`config.mk`:
```
export PLATFORM = sky130hd
export DESIGN_NAME = otbn_loop_nest_ctrl
export DESIGN_NICKNAME = d
export VERILOG_FILES = /design/src/rtl/otbn_loop_nest_ctrl.sv
export SDC_FILE = /design/constraint.sdc
export NUM_CORES = 1
export LEC_CHECK = 0
export ABC_AREA = 1
export CAP_MARGIN = 25
export CORE_MARGIN = 2
export CORE_UTILIZATION = 55
export DETAILED_ROUTE_END_ITERATION = 10
export PLACE_DENSITY = 0.87
export SLEW_MARGIN = 20
export SYNTH_ARGS = -nofsm -noshare
export SYNTH_HDL_FRONTEND = slang
export SYNTH_SLANG_ARGS = --single-unit
```
`constraint.sdc`:
```
create_clock -name clk_i -period 5.82 [get_ports clk_i]
set_input_delay 1.164 -clock clk_i [delete_from_list [all_inputs] [get_ports clk_i]]
set_output_delay 1.164 -clock clk_i [all_outputs]
set_load 0.005 [all_outputs]
```
`src/rtl/otbn_loop_nest_ctrl.sv`:
```
// Hardware-loop stack controller for the OTBN execute stage.
// Tracks nested loops, requests jumps to loop start, supports break and skip.
module otbn_loop_nest_ctrl #(
    parameter int ImemAddrWidth  = 12,
    parameter int LoopStackDepth = 8,
    parameter int IterWidth      = 32,
    parameter int BodySizeWidth  = 12,
    parameter bit ZeroIterSkip   = 1'b0,
    localparam int DepthWidth    = $clog2(LoopStackDepth + 1)
) (
    input  logic                     clk_i,
    input  logic                     rst_i,
    input  logic                     state_reset_i,
    input  logic                     insn_valid_i,
    input  logic [ImemAddrWidth-1:0] insn_addr_i,
    input  logic                     stall_i,
    input  logic                     jump_or_branch_i,
    input  logic                     loop_start_req_i,
    input  logic                     loop_start_commit_i,
    input  logic [BodySizeWidth-1:0] loop_bodysize_i,
    input  logic [IterWidth-1:0]     loop_iterations_i,
    input  logic                     loop_break_i,
    output logic                     loop_jump_o,
    output logic [ImemAddrWidth-1:0] loop_jump_addr_o,
    output logic                     loop_skip_o,
    output logic [ImemAddrWidth-1:0] loop_skip_addr_o,
    output logic                     loop_active_o,
    output logic [DepthWidth-1:0]    loop_depth_o,
    output logic [IterWidth-1:0]     cur_iterations_o,
    output logic                     sw_err_o,
    output logic                     hw_err_o
);

    localparam int IdxWidth = $clog2(LoopStackDepth);
    localparam int SumWidth = ImemAddrWidth + BodySizeWidth + 3;

    logic [ImemAddrWidth-1:0] start_q [LoopStackDepth];
    logic [ImemAddrWidth:0]   end_q   [LoopStackDepth];
    logic [IterWidth-1:0]     iters_q [LoopStackDepth];

    logic [DepthWidth-1:0] depth;
    logic [DepthWidth-1:0] depth_inv;
    logic [DepthWidth-1:0] depth_d;
    logic [DepthWidth-1:0] depth_m1;
    logic [IdxWidth-1:0]   top_idx;
    logic [IdxWidth-1:0]   push_idx;
    logic                  hw_err_q;

    logic [SumWidth-1:0]      end_sum;
    logic [ImemAddrWidth:0]   end_new;
    logic [ImemAddrWidth-1:0] start_new;

    logic active, full, at_end, finish, zero_iter, skip_req, skip;
    logic upd, push, pop, dec, mismatch;

    // Any carry out of the address width marks the end as unreachable
    assign end_sum   = SumWidth'(insn_addr_i)
                     + (SumWidth'(loop_bodysize_i) << 2)
                     + SumWidth'(4);
    assign end_new   = {|end_sum[SumWidth-1:ImemAddrWidth],
                        end_sum[ImemAddrWidth-1:0]};
    assign start_new = insn_addr_i + ImemAddrWidth'(4);

    assign depth_m1 = depth - 1'b1;
    assign top_idx  = depth_m1[IdxWidth-1:0];
    assign push_idx = depth[IdxWidth-1:0];
    assign active   = depth != '0;
    assign full     = depth == DepthWidth'(LoopStackDepth);

    assign at_end = active & insn_valid_i
                  & (end_q[top_idx] == {1'b0, insn_addr_i});
    assign finish = at_end & (iters_q[top_idx] == IterWidth'(1));

    assign zero_iter = loop_start_req_i & (loop_iterations_i == '0);
    assign skip_req  = ZeroIterSkip & zero_iter;
    assign skip      = skip_req & ~end_new[ImemAddrWidth];

    assign sw_err_o = (zero_iter & ~ZeroIterSkip)
                    | (skip_req & end_new[ImemAddrWidth])
                    | (loop_start_req_i & full)
                    | (at_end & jump_or_branch_i)
                    | (at_end & loop_start_req_i)
                    | (loop_break_i & ~active);

    assign upd  = ~stall_i & ~state_reset_i;
    assign push = upd & loop_start_req_i & loop_start_commit_i
                & ~sw_err_o & ~skip_req;
    assign pop  = upd & (finish | loop_break_i) & ~sw_err_o;
    assign dec  = upd & at_end & ~finish & ~loop_break_i & ~sw_err_o;

    always_comb begin
        depth_d = depth;
        if (push) depth_d = depth + 1'b1;
        if (pop)  depth_d = depth - 1'b1;
    end

    always_ff @(posedge clk_i) begin
        if (rst_i || state_reset_i) begin
            depth     <= '0;
            depth_inv <= '1;
            for (int i = 0; i < LoopStackDepth; i++) begin
                start_q[i] <= '0;
                end_q[i]   <= '0;
                iters_q[i] <= '0;
            end
        end else begin
            depth     <= depth_d;
            depth_inv <= ~depth_d;
            if (push) begin
                start_q[push_idx] <= start_new;
                end_q[push_idx]   <= end_new;
                iters_q[push_idx] <= loop_iterations_i;
            end
            if (dec) iters_q[top_idx] <= iters_q[top_idx] - 1'b1;
        end
    end

    assign mismatch = depth != ~depth_inv;

    always_ff @(posedge clk_i) begin
        if (rst_i) begin
            hw_err_q <= 1'b0;
        end else if (mismatch || (dec && iters_q[top_idx] == '0)) begin
            hw_err_q <= 1'b1;
        end
    end

    assign loop_jump_o      = at_end & (iters_q[top_idx] != IterWidth'(1))
                            & ~loop_break_i;
    assign loop_jump_addr_o = active ? start_q[top_idx] : '0;
    assign loop_skip_o      = skip;
    assign loop_skip_addr_o = skip ? end_new[ImemAddrWidth-1:0] : '0;
    assign loop_active_o    = active;
    assign loop_depth_o     = depth;
    assign cur_iterations_o = active ? iters_q[top_idx] : '0;
    assign hw_err_o         = hw_err_q;

endmodule

```
[After elaboration in Yosys (flattened, before gate mapping)]
Memories as Yosys holds them, arrays and structs flattened.
Cells that the tools add are included.
Word-level totals
  flip-flop bits (word level): 9
  bits in writable memories: 456
  input bits: 65
  output and inout bits: 65
  logic and storage cells: 85
  memories kept: 3
Operators by class
  $add $sub $neg: 6
  equal/unequal tests: 5
  mux-type cells: 24
  bitwise logic cells: 33
  reductions and logical operators: 11
Memories
  iters_q: depth 8, bits a word 32, read ports 1, clocked after memory_dff 0, wr ports 8, RTL line 39  | logic [IterWidth-1:0] iters_q [LoopStackDepth];
  end_q: depth 8, bits a word 13, read ports 1, clocked after memory_dff 0, wr ports 8, RTL line 38  | logic [ImemAddrWidth:0] end_q [LoopStackDepth];
  start_q: depth 8, bits a word 12, read ports 1, clocked after memory_dff 0, wr ports 8, RTL line 37  | logic [ImemAddrWidth-1:0] start_q [LoopStackDepth];
Operators with widths (number)
  32-bit 2-to-1 mux: 3
  32-bit zero test: 2
  32-bit OR reduction: 2
  32-bit by 1-bit equality test with 1-bit output (second input constant): 1
  32-bit by 1-bit inequality test with 1-bit output (second input constant): 1
  32-bit by 1-bit subtractor with 32-bit output (second input constant): 1
  12-bit 2-to-1 mux: 2
  1-bit AND: 20
  15-bit by 3-bit adder with 16-bit output (second input constant): 1
  12-bit by 14-bit adder with 15-bit output: 1
  15-bit OR reduction: 1
  13-bit by 12-bit equality test with 1-bit output: 1
  13-bit 2-to-1 mux: 1
  13-bit OR reduction: 1
  12-bit by 3-bit adder with 12-bit output (second input constant): 1
  1-bit 2-to-1 mux: 12
  3-bit 2-to-1 mux: 4
  12-bit OR reduction: 1
  4-bit 2-to-1 mux: 2
  4-bit inverter: 2
  1-bit inverter: 6
  1-bit OR: 5
  4-bit by 1-bit adder with 4-bit output (second input constant): 1
  4-bit equality test (second input constant): 1
  other kinds (5): 6

[Depth between registers and ports, before layout]
An unclocked memory read counts as a cell.
  word-level depth: 16
  mapped depth: 30
  mapped depth without buffers: 21

[Worst setup path after synthesis]
Ideal clock, no wire load.
  path type: flip-flop to flip-flop
  start point: register depth[0], in the netlist loop_depth_o[0]
  end point: memory iters_q[1][0], enable pin
  library setup time: 0.389 ns
  data arrival time: 5.040 ns
  required time: 5.431 ns
  path slack: 0.391 ns
  cell stages (with the launch flop): 30
  buffers on the path: 9
  period minus slack after synthesis: 5.429 ns
  cells stage by stage: dfxtp_1 > buf_2 > inv_2 > buf_2 > clkbuf_1 > clkbuf_1 > clkbuf_1 > ha_1 > buf_2 > clkinv_1 > buf_2 > clkbuf_1 > o21ai_0 > o22ai_1 > inv_1 > o21ai_1 > ha_1 > inv_1 > nor2_1 > nand2_1 > nor2_1 > a21oi_1 > nand3_1 > nor2_2 > nand3_1 > nand2_1 > nor2_1 > nand2_1 > buf_2 > nand2_1
RTL lines
  start: declaration: RTL line 41  | logic [DepthWidth-1:0] depth;
  start signal: assignment: RTL line 107  | depth <= depth_d;
  end: declaration: RTL line 39

[Worst setup path after layout]
  start point: register depth[0], in the netlist loop_depth_o[0]
  end point: output loop_jump_o
Between the ends
  cells in the longest elaborated chain, start to end: 6
  elaborated cells on any way between the ends: 10
  classes of those cells: add/sub (1); eq/ne (2); bitwise (4); reduce/logical (1); memory (2)
Ends and longest elaborated chain
  4-bit by 1-bit subtractor with 4-bit output
  memory read 8 x 13 bit
  13-bit by 12-bit equality test with 1-bit output: RTL line 71  | & (end_q[top_idx] == {1'b0, insn_addr_i});
  1-bit AND: RTL line 71
  1-bit AND (*): RTL line 128  | assign loop_jump_o = at_end & (iters_q[top_idx] != IterWidth'(1))
  1-bit AND (*): RTL line 129  | & ~loop_break_i;
  end: declaration: RTL line 23  | output logic loop_jump_o,
Every way passes the cells marked *; elsewhere a longest branch is shown, timed or not.

==> results.tsv <==
stage	metric	value	unit
drt	DRT Pass-1 Iters	6	
global_route	total track usage	29.8	%
yosys	Mapped Cells	2703	
yosys	Simple-Gate Fraction of Synth Area	26.9	%
yosys	Post-Synthesis Cell Area	23200	um^2
timing	final setup violation count	0	
global_route	initial antenna violation count	0	
timing	period utilisation layout	95.2	%
yosys	most frequent cells after synthesis	669 x nor2_1, 634 x nand2_1, 440 x edfxtp_1, 273 x inv_1, 230 x nand3_1	
drt	wire per inst	19.7	um
setup_path	worst path required time	4.66	ns
setup_path	startpoint types	flop	
yosys	compound-cell area share of the yosys netlist	4.33	%
timing	post-route minimum period	5.54	ns
global_route	pin count of the biggest net entering global routing	184	
yosys	area leader, netlist	edfxtp_1	
yosys	Avg Synthesized Cell Area	8.59	um^2
setup_path	crit path max fanout	73	
drt	via/cell ratio	5.82	
floorplanning	Initial Util	55.5	%
drt	initial DRC count	2955	
yosys	Seq/Total Area, Yosys	57.7	%
timing	fin. max-slew vios	0	
clocking	clock sink total	449	
yosys	Post-synth top flop	edfxtp_1	
global_route	vias in the first global route	18900	
yosys	main combinational cell family by area after synthesis	simple AND/OR/NAND/NOR gates	
yosys	mux contribution to synthesized area	0	%
clocking	Clock Latency Late Sink	0.61	ns
timing	Worst Skew	0.0367	ns
global_route	total congestion overflow	0	
clocking	H-tree depth	2	
setup_path	CP Capture Type	output port	
floorplanning	die width	210	um
floorplanning	num ports	130	
min_path	hold path depth	2	
yosys	post-synth top area share	56.9	%
power_and_ir_drop	PwrDens	288	nW/um^2
drt	Vias	19500	
timing	hold violation total from the final report	0	
cells_and_area	antenna diode instance count	0	
clocking	CTS tree	built	
place	Port-buffer cells	116	
floorplanning	area of the core	41900	um^2
clocking	Bufs on Longest Clock Path	3	
setup_path	FF-to-FF path depth	17	
run	max-cap violation count	0	
timing	RSZ-0062 raised after global routing	no	
min_path	hold crit path type	flop to flop	
place	GPL Wtd Cong	0.963	
timing	setup TNS	0	ns
global_route	global-route wire length before repair	101000	um
cells_and_area	share of cells above drive strength 1	6.11	%
setup_path	CP arrival	4.38	ns
yosys	Unique masters post-synth	39	
floorplanning	Die Span Y	210	um
drt	DRC Markers	0	
clocking	Root Driver	clkbuf_16	
setup_path	WS Path Type	flop to output port	
drt	Post-DRT Antenna Nets	0	
power_and_ir_drop	worst vdd ir	0.000199	V
timing	worst slew pin tran	1.01	ns
clocking	clock slew at reported path FFs	0.06	ns
yosys	most common cell in the synthesized netlist	nor2_1	
clocking	Post-CTS Hold Buffers	0	
yosys	flops & latches, synth	449	
floorplanning	cell row count	75	
yosys	Synth Area in XOR/XNOR	1.77	%
timing	hold_ws	0.634	ns
yosys	adder-cell share of the synthesized area	1.54	%
power_and_ir_drop	Lkg Pwr	11.6	nW
timing	FMAX	180	MHz
place	Post-DP HPWL	40500	um
cells_and_area	final net count	2872	
yosys	Ys Warns	0	
yosys	Post-synth EDFFs	440	
drt	aggregate routed wire length	66000	um
yosys	top cells by area, synth	edfxtp_1 57%, nor2_1 11%, nand2_1 10%, nand3_1 5.0%, inv_1 4.4%	
cells_and_area	Area growth syn-to-layout	14.8	%
floorplanning	full die area	43900	um^2
outcome	status	finished, final reports clean	
clocking	CTS Buf Count	47	
timing	Max-slew headroom	31.9	%
yosys	Synth async-reset ratio	0	%
## final timing paths
check,start,slack (ns),to
min reg2reg,depth_inv[1]$_SDFF_PP1_,0.63,hw_err_o$_SDFFE_PP0P_
min,depth_inv[1]$_SDFF_PP1_,0.63,hw_err_o$_SDFFE_PP0P_
max reg2reg,loop_depth_o[1]$_SDFF_PP0_,0.70,iters_q[0][18]$_SDFFCE_PN0P_
max,loop_depth_o[0]$_SDFF_PP0_,0.28,loop_jump_o
## sequential cells by signal, indices dropped and copies added (netlist names)
register and flops:
hw_err_o 1, depth_inv 4, end_q 104, loop_depth_o 4, start_q 80, iters_q 256
## power by group
group	internal, mW	switching, mW	leakage, nW
combinational	0.221	0.518	5.88
clock	1.94	1.29	0.790
sequential	3.67	0.0383	4.98
## routing by layer
| layer | up-vias | part of all wire (%) | wire length (um) | global-route usage (%) |
|---|---|---|---|---|
| met5 | - | 0 | 0 | 0 |
| met4 | 0 | 5.4 | 3590 | 16.3 |
| met3 | 303 | 14 | 9030 | 6.84 |
| met2 | 1479 | 47 | 30700 | 48.4 |
| met1 | 8910 | 34 | 22600 | 37.1 |
| li1 | 8825 | - | - | - |
## metrics by stage
step / cell area [um^2] / instances / power [mW] / util [%] / setup slack (ns)
6_report: 26700 / 3354 / 7.68 / 63.7 / 0.279
5_1_grt: 26700 / 3354 / 7.87 / 63.7 / 0.0150
4_1_cts: 26600 / 3353 / 7.66 / 63.6 / 0.143
3_5_place_dp: 25000 / 3267 / 4.48 / 59.6 / 0.613
3_3_place_gp: 24900 / 3266 / 4.46 / 59.6 / 0.665
2_1_floorplan: 23300 / 2715 / 4.21 / - / 0.391
## cells in the final DEF (no fill, tap or decap), types with 9 or more instances in the layout
cell type | netlist | routed
clkinv_1 | 3 | 10
ha_1 | 27 | 26
clkbuf_16 | 0 | 47
a31oi_1 | 10 | 10
edfxtp_1 | 440 | 440
nand2_1 | 634 | 634
inv_1 | 273 | 273
nor2_1 | 669 | 668
xnor2_1 | 11 | 10
buf_12 | 0 | 9
conb_1 | 1 | 13
nand3_1 | 230 | 230
buf_4 | 19 | 47
a21oi_1 | 18 | 18
bufinv_16 | 0 | 10
nor3_1 | 11 | 9
clkdlybuf4s50_1 | 0 | 116
o22ai_1 | 14 | 14
xor2_1 | 34 | 34
o21ai_1 | 10 | 10
o21ai_0 | 92 | 92
o21ai_2 | 14 | 14
## timing repair
| action | CTS | global route |
|---|---|---|
| gates resized for setup | 0 | 4 |
| buffers inserted | 0 | 1 |
| cloned | 1 | 0 |
| setup endpoints to repair | 1 | 2 |
## cell type report
class | count | area (um^2)
Timing Repair Buffer | 174 | 1750
Clock buffer | 52 | 1200
Clock inverter | 33 | 444
Multi-Input combinational cell | 1830 | 8150
Tap cell | 539 | 674
Inverter | 277 | 1050
Sequential cell | 449 | 13400
Fill cell | 3139 | 15200
## cells by family (layout without fill, tap and decap cells)
| kind of cell | after synthesis | in the layout |
|---|---|---|
| AO/OA/AOI/OAI | 174 | 174 |
| XOR/XNOR | 46 | 47 |
| adder cells (fa/ha/maj) | 28 | 28 |
| buffers and inverters | 437 | 536 |
| flip-flops | 449 | 449 |
| other | 1 | 13 |
| AND/OR/NAND/NOR | 1568 | 1568 |
## worst max-delay path, cell delays in order, from the launching register on
cell and delay, ns:
dfxtp_4 0.36, inv_6 0.07, buf_4 0.61, buf_4 0.51, nand2_1 0.10, nand3_1 0.08
nand2_1 0.05, o21ai_0 0.36, nand2_1 0.15, nor2_1 0.23, nand2_1 0.10, nor2_1 0.33
nand2_1 0.09, nand2_1 0.16, nor3_2 0.09, clkdlybuf4s50_1 0.45
Note: power is estimated with default switching activity, not from simulation.
